[config.mk]
export PLATFORM = sky130hd
export DESIGN_NAME = pe_seq_ctrl
export DESIGN_NICKNAME = d
export VERILOG_FILES = /design/src/rtl/pe_seq_ctrl.sv
export SDC_FILE = /design/constraint.sdc
export NUM_CORES = 1
export LEC_CHECK = 0
export BUFFER_PORTS_ARGS = -buffer_cell sky130_fd_sc_hd__buf_2
export CAP_MARGIN = 5
export CORE_ASPECT_RATIO = 0.6
export CORE_MARGIN = 2
export CORE_UTILIZATION = 47
export DETAILED_ROUTE_END_ITERATION = 16
export PLACE_DENSITY = 0.71
export SLEW_MARGIN = 0
export SYNTH_ARGS = -nofsm -noshare
export SYNTH_HDL_FRONTEND = slang
export SYNTH_SLANG_ARGS = --single-unit
export TNS_END_PERCENT = 1
[constraint.sdc]
create_clock -name clk -period 3.75 [get_ports clk]
set_clock_uncertainty 0.15 [all_clocks]
set_input_delay 0 -clock clk [delete_from_list [all_inputs] [get_ports clk]]
set_output_delay 0 -clock clk [all_outputs]
set_load 0.005 [all_outputs]
[src/rtl/pe_seq_ctrl.sv]
// Accumulate-path sequencer for one PE: runs a dot-product window over a product stream.
// Define PE_SAT_EN to make the accumulator add saturate instead of wrapping.
module pe_seq_ctrl #(
  parameter int W    = 24,
  parameter int KMAX = 256,
  parameter int CW   = $clog2(KMAX + 1)
) (
  input  logic                clk,
  input  logic                rst,
  input  logic                start,
  input  logic [CW-1:0]       cfg_len,
  input  logic signed [W-1:0] bias,
  output logic                busy,
  input  logic                in_valid,
  output logic                in_ready,
  input  logic signed [W-1:0] prod,
  output logic                mux_sel,
  output logic signed [W-1:0] acc,
  output logic                out_valid,
  input  logic                out_ready,
  output logic signed [W-1:0] out_data
);

  typedef enum logic [1:0] {IDLE, ACC, OUT} state_t;

  state_t              state, state_d;
  logic [CW-1:0]       len_q, cnt, len_eff;
  logic signed [W-1:0] bias_q, addend, sum_raw, sum_next;
  logic                first, last_beat;

  assign len_eff   = (cfg_len > CW'(KMAX)) ? CW'(KMAX) : cfg_len;
  assign last_beat = (cnt == len_q - CW'(1));
  assign addend    = first ? bias_q : acc;
  assign sum_raw   = addend + prod;

`ifdef PE_SAT_EN
  // Overflow only when both operands share a sign and the sum's sign differs.
  logic ovf;
  assign ovf      = (addend[W-1] == prod[W-1]) && (sum_raw[W-1] != addend[W-1]);
  assign sum_next = !ovf ? sum_raw :
                    addend[W-1] ? {1'b1, {(W-1){1'b0}}} : {1'b0, {(W-1){1'b1}}};
`else
  assign sum_next = sum_raw;
`endif

  assign busy      = (state != IDLE);
  assign in_ready  = (state == ACC);
  assign out_valid = (state == OUT);
  assign out_data  = out_valid ? acc : '0;
  assign mux_sel   = ~first;

  always_comb begin
    state_d = state;
    case (state)
      IDLE: if (start) state_d = (len_eff == '0) ? OUT : ACC;
      ACC:  if (in_valid && last_beat) state_d = OUT;
      OUT:  if (out_ready) state_d = IDLE;
      default: state_d = IDLE;
    endcase
  end

  always_ff @(posedge clk or posedge rst) begin
    if (rst) state <= IDLE;
    else     state <= state_d;
  end

  // first is re-armed on leaving OUT so mux_sel reads 0 whenever the sequencer is idle.
  always_ff @(posedge clk or posedge rst) begin
    if (rst) begin
      len_q  <= '0;
      bias_q <= '0;
      cnt    <= '0;
      first  <= 1'b1;
      acc    <= '0;
    end else begin
      case (state)
        IDLE: if (start) begin
          len_q  <= len_eff;
          bias_q <= bias;
          cnt    <= '0;
          first  <= 1'b1;
          if (len_eff == '0) acc <= bias;
        end
        ACC: if (in_valid) begin
          acc   <= sum_next;
          first <= 1'b0;
          cnt   <= cnt + CW'(1);
        end
        OUT: if (out_ready) first <= 1'b1;
        default: ;
      endcase
    end
  end

endmodule
==> report_table.html <==
<table>
<tr><th>Metric</th><th>Value</th></tr>
<tr><th colspan="2">GRT</th></tr>
<tr><td>Initial antenna violation count</td><td>0</td></tr>
<tr><td>Total track usage</td><td>27.4%</td></tr>
<tr><td>GR Overflow Total</td><td>0</td></tr>
<tr><td>Number of global-route vias before repair</td><td>roughly 4700</td></tr>
<tr><td>Maximum number of pins on one net before global-route repair</td><td>50</td></tr>
<tr><td>First-pass GRT wire length</td><td>approximately 24000 um</td></tr>
<tr><th colspan="2">Floorplanning</th></tr>
<tr><td>Num rows</td><td>28</td></tr>
<tr><td>Area of the die</td><td>between 0.01 and 0.015 mm^2</td></tr>
<tr><td>I/O pin cnt</td><td>114</td></tr>
<tr><td>Die Ht</td><td>82.9 um</td></tr>
<tr><td>Die width</td><td>between 100 and 150 um</td></tr>
<tr><td>Core box area</td><td>between 0.009 and 0.01 mm^2</td></tr>
<tr><td>Starting utilization of the core area</td><td>48.8%</td></tr>
<tr><th colspan="2">Timing</th></tr>
<tr><td>Minimum period implied by the final worst setup slack</td><td>between 3 and 4 ns</td></tr>
<tr><td>Final worst path period share</td><td>92.1%</td></tr>
<tr><td>Transition time of the tightest slew-check pin</td><td>1.05 ns</td></tr>
<tr><td>Tightest slew margin relative to the limit</td><td>slightly below 30%</td></tr>
<tr><td>Number of setup violations in the final report</td><td>0</td></tr>
<tr><td>RSZ-0062 raised after global routing</td><td>no</td></tr>
<tr><td>Final count of pins violating max slew</td><td>0</td></tr>
<tr><td>Maximum frequency from static timing analysis</td><td>290 MHz</td></tr>
<tr><td>Number of failing hold endpoints at the final stage</td><td>0</td></tr>
<tr><td>Aggregate negative setup slack</td><td>0 ns</td></tr>
<tr><td>Fin worst setup slack</td><td>0.296 ns</td></tr>
<tr><th colspan="2">Setup path</th></tr>
<tr><td>Top cell family by delay on the critical path</td><td>compound AO/OA/AOI/OAI gates</td></tr>
<tr><td>Setup CP Type</td><td>flip-flop to flip-flop</td></tr>
<tr><td>Kind of end point of the critical path</td><td>flip-flop</td></tr>
<tr><td>Slowest cell delay on critical path</td><td>approximately 0.58 ns</td></tr>
<tr><td>Most Frequent Cell on Critical Path</td><td>o21ai_0</td></tr>
<tr><td>Crit Path Max Fanout</td><td>5</td></tr>
<tr><td>Count of buffering cells on the critical path with inverters included</td><td>0</td></tr>
<tr><td>Crit-path slowest cell</td><td>dfstp_2</td></tr>
<tr><td>Number of cells on the worst reg-to-reg path</td><td>10</td></tr>
<tr><td>Worst reg2reg startpoint</td><td>first</td></tr>
<tr><td>CP startpoint kind</td><td>flip-flop</td></tr>
<tr><td>Capturing point of the worst reg2reg path</td><td>acc[10]</td></tr>
<tr><td>CP cell instances</td><td>mux2_2 &gt; ha_1 &gt; fa_1 &gt; a211oi_1 &gt; o21ai_0 &gt; nor3b_2 &gt; or3_1 &gt; a21oi_1 &gt; xor2_1 &gt; o21ai_0</td></tr>
<tr><td>Data arrival at the endpoint of the critical path</td><td>3.49 ns</td></tr>
<tr><td>Register-to-Register Setup Slack</td><td>0.30 ns</td></tr>
<tr><td>Required time of the critical path</td><td>3.79 ns</td></tr>
<tr><th colspan="2">Routing</th></tr>
<tr><td>DRT Pass-1 Iters</td><td>5</td></tr>
<tr><td>Via total after detailed routing</td><td>4965</td></tr>
<tr><td>Final routed wirelength across all metal layers</td><td>around 15000 um</td></tr>
<tr><td>Met2 wire length</td><td>6370 um</td></tr>
<tr><td>Routed wl met3</td><td>1340 um</td></tr>
<tr><td>Average detailed-routed wire length per instance</td><td>17.3 um</td></tr>
<tr><td>Met1 layer wirelength in the final routing</td><td>7110 um</td></tr>
<tr><td>Vias per cell</td><td>5.67</td></tr>
<tr><td>Detailed-route DRC error count</td><td>0</td></tr>
<tr><td>Post-route antenna net violation count</td><td>0</td></tr>
<tr><td>Violation count after the first detailed-routing iteration</td><td>394</td></tr>
<tr><td>Uppermost metal layer occupied by signal nets</td><td>met4</td></tr>
<tr><th colspan="2">Status</th></tr>
<tr><td>Run status</td><td>finished, final reports clean</td></tr>
<tr><th colspan="2">Min path</th></tr>
<tr><td>HP Start</td><td>prod[22]</td></tr>
<tr><td>Class of the tightest hold or removal check</td><td>input port to flip-flop</td></tr>
<tr><td>Hold path cells</td><td>4</td></tr>
<tr><td>Endpoint with the worst hold slack</td><td>acc[22]</td></tr>
<tr><th colspan="2">Power and ir drop</th></tr>
<tr><td>Clock power share</td><td>16.0%</td></tr>
<tr><td>Reported net switching power</td><td>2.42 mW</td></tr>
<tr><td>Power density over the cells</td><td>845 mW/mm^2</td></tr>
<tr><td>Leak pwr</td><td>2.99 nW</td></tr>
<tr><td>Net Sw Frac</td><td>45.4%</td></tr>
<tr><td>Proportion of power drawn by flip-flops and latches</td><td>a little over a quarter</td></tr>
<tr><td>Design Power</td><td>approximately 5.3 mW</td></tr>
<tr><td>Worst IR drop on VDD</td><td>0.325 mV</td></tr>
<tr><td>Combinational Power Share</td><td>57.6%</td></tr>
<tr><td>Cell internal power dissipation</td><td>around 2.9 mW</td></tr>
<tr><th colspan="2">Job</th></tr>
<tr><td>Number of maximum-capacitance constraint violations</td><td>0</td></tr>
<tr><th colspan="2">Clock tree</th></tr>
<tr><td>Skew-Pair Late Insertion Delay</td><td>~0.34 ns</td></tr>
<tr><td>CTS tree</td><td>done</td></tr>
<tr><td>H-Tree Depth</td><td>3</td></tr>
<tr><td>Clock slew at the register clock pins of the worst setup and hold paths</td><td>0.06 ns</td></tr>
<tr><td>Buffer depth of the longest clock path</td><td>2</td></tr>
<tr><td>CTS Root Cell</td><td>clkbuf_16</td></tr>
<tr><td>Clock tree sinks</td><td>69</td></tr>
<tr><td>Clock buffer count from CTS</td><td>9</td></tr>
<tr><th colspan="2">Synthesis</th></tr>
<tr><td>Share of Yosys cell area claimed by the top area cell type</td><td>34.9%</td></tr>
<tr><td>Cells taking the most area after synthesis</td><td>dfrtp_1 (35%), nand2_1 (8.9%), ha_1 (6.4%)</td></tr>
<tr><td>Ys flop type</td><td>dfrtp_1</td></tr>
<tr><td>Post-synthesis cell area</td><td>0.00487 mm^2</td></tr>
<tr><td>Register area share after synthesis</td><td>35.5%</td></tr>
<tr><td>Number of enable-type register cells in the synthesized netlist</td><td>0</td></tr>
<tr><td>Fraction of registers with async set or reset after synthesis</td><td>100%</td></tr>
<tr><td>Library cell with the largest summed area after synthesis</td><td>dfrtp_1</td></tr>
<tr><td>Yosys synthesis warning count</td><td>0</td></tr>
<tr><td>Cell count after synthesis</td><td>588</td></tr>
<tr><td>Average instance area after synthesis</td><td>8.29 um^2</td></tr>
<tr><td>Count of state elements after synthesis</td><td>69</td></tr>
<tr><td>Number of distinct library cell variants in the gate-level netlist after synthesis</td><td>58</td></tr>
<tr><td>Syn Nets</td><td>676</td></tr>
<tr><th colspan="2">Placement</th></tr>
<tr><td>Final RePlAce weighted congestion</td><td>1.03</td></tr>
<tr><td>Final HPWL DP</td><td>10500 um</td></tr>
<tr><td>Dpl ws</td><td>between 0.2 and 0.25 ns</td></tr>
<tr><td>Instance area after placement</td><td>between 0.005 and 0.006 mm^2</td></tr>
<tr><td>Port-buffer cells</td><td>approximately 110</td></tr>
<tr><th colspan="2">Final layout</th></tr>
<tr><td>Number of nets in the finished design</td><td>823</td></tr>
<tr><td>Number of antenna cells inserted</td><td>0</td></tr>
<tr><td>Share of final-layout standard cells stronger than drive strength 1</td><td>a little under a quarter</td></tr>
<tr><td>Post-synthesis to final-layout area growth</td><td>29.6%</td></tr>
<tr><td>Post-Layout Inst Area</td><td>~0.0063 mm^2</td></tr>
</table>
[per-layer routing]
| layer | vias to the layer above | GRT usage (%) |
|---|---|---|
| met5 | - | 0 |
| met4 | 0 | 8.90 |
| met3 | 31 | 5.68 |
| met2 | 282 | 41.3 |
| met1 | 2296 | 39.3 |
| li1 | 2356 | - |
[power by group through the flow]
stage	combinational, mW	clock, mW	sequential, mW
after floorplan	2.21	0	1.32
after global placement	2.85	0	1.39
after detailed placement	2.93	0	1.41
after CTS	3.00	0.865	1.40
after global routing	3.38	0.897	1.45
final	3.07	0.855	1.41
[cell type report]
class                      instances  area, um^2
tap                              135         169
fill                             841        3670
inverter                          12        45.0
clock buffer                      12         246
clock inverter                     4        47.5
timing repair buffer             168        1100
multi-input combinational        475        2980
sequential                        69        1730
[per-stage QoR]
stage          instances  hold WS (ns)  utilization (%)
6_report             875        0.0576             63.2
5_1_grt              875        0.0883             63.2
4_1_cts              875        0.0438             63.2
3_5_place_dp         811        0.0581             55.4
3_3_place_gp         811        0.0539             55.4
2_1_floorplan        588       -0.0446                -
[state kept, by name, summed over array words and instances (netlist names)]
name    count
acc        24
bias_q     24
cnt         9
len_q       9
state       2
first       1
[timing repair]
item	4_1_cts	5_1_grt
endpoints found under the setup margin	0	2
endpoints found under the hold margin	109	0
resized for setup	0	1
setup buffers	0	0
hold buffers	48	0
[cell usage after synthesis, drive strengths merged, types with 5 or more instances]
| library cell | n |
|---|---|
| nand2b | 5 |
| mux2 | 24 |
| a21oi | 48 |
| o211ai | 6 |
| o21ai | 32 |
| nor2 | 42 |
| clkbuf | 22 |
| and3 | 5 |
| nand3 | 15 |
| nor3 | 12 |
| inv | 12 |
| xor2 | 20 |
| a211oi | 12 |
| a31oi | 5 |
| xnor2 | 12 |
| nand2 | 116 |
| dfrtp | 68 |
| ha | 25 |
| buf | 10 |
| nand3b | 11 |
| and2 | 26 |
| nand4 | 6 |
[worst max path at each step]
| stage | start | end | slack, ns | cells past startpoint |
|---|---|---|---|---|
| 3_3_place_gp | first | acc[22] | 0.34 | 10 |
| 4_1_cts | first | acc[22] | 0.18 | 10 |
| 5_1_grt | first | acc[10] | 0.15 | 10 |
| 2_1_floorplan | first | acc[22] | 0.31 | 12 |
| 6_report | first | acc[10] | 0.30 | 10 |
| 3_5_place_dp | first | acc[22] | 0.20 | 10 |
[kinds of logic (layout without fill, tap and decap cells)]
family | after synthesis | after routing | share of synthesized area [%]
compound gates | 137 | 137 | 17.6
xor+xnor | 32 | 32 | 5.75
fa+ha+maj | 26 | 26 | 6.83
buf+inv | 44 | 196 | 3.65
flops | 69 | 69 | 35.5
mux | 26 | 26 | 5.96
simple gates | 254 | 254 | 24.7
[cell usage in the layout, fill, tap and decap left out, types with 10 or more instances in the layout]
cell type | Yosys | routed
nand3_1 | 15 | 15
nor3_1 | 12 | 12
nand3b_1 | 11 | 11
a21oi_1 | 48 | 48
inv_1 | 11 | 10
ha_1 | 25 | 25
nor2_1 | 41 | 41
xnor2_1 | 12 | 12
buf_2 | 6 | 113
o21ai_0 | 30 | 30
and2_1 | 26 | 26
dfrtp_1 | 68 | 68
nand2_1 | 116 | 116
mux2_2 | 24 | 24
dlygate4sd3_1 | 0 | 48
xor2_1 | 20 | 20
[worst register-to-register path: stages, from the launching register on]
cell and delay (ns):
dfstp_2 0.58, mux2_2 0.35, ha_1 0.23, fa_1 0.45, a211oi_1 0.38, o21ai_0 0.15
nor3b_2 0.20, or3_1 0.36, a21oi_1 0.19, xor2_1 0.17, o21ai_0 0.10
Power figures use the tool's default switching activity.
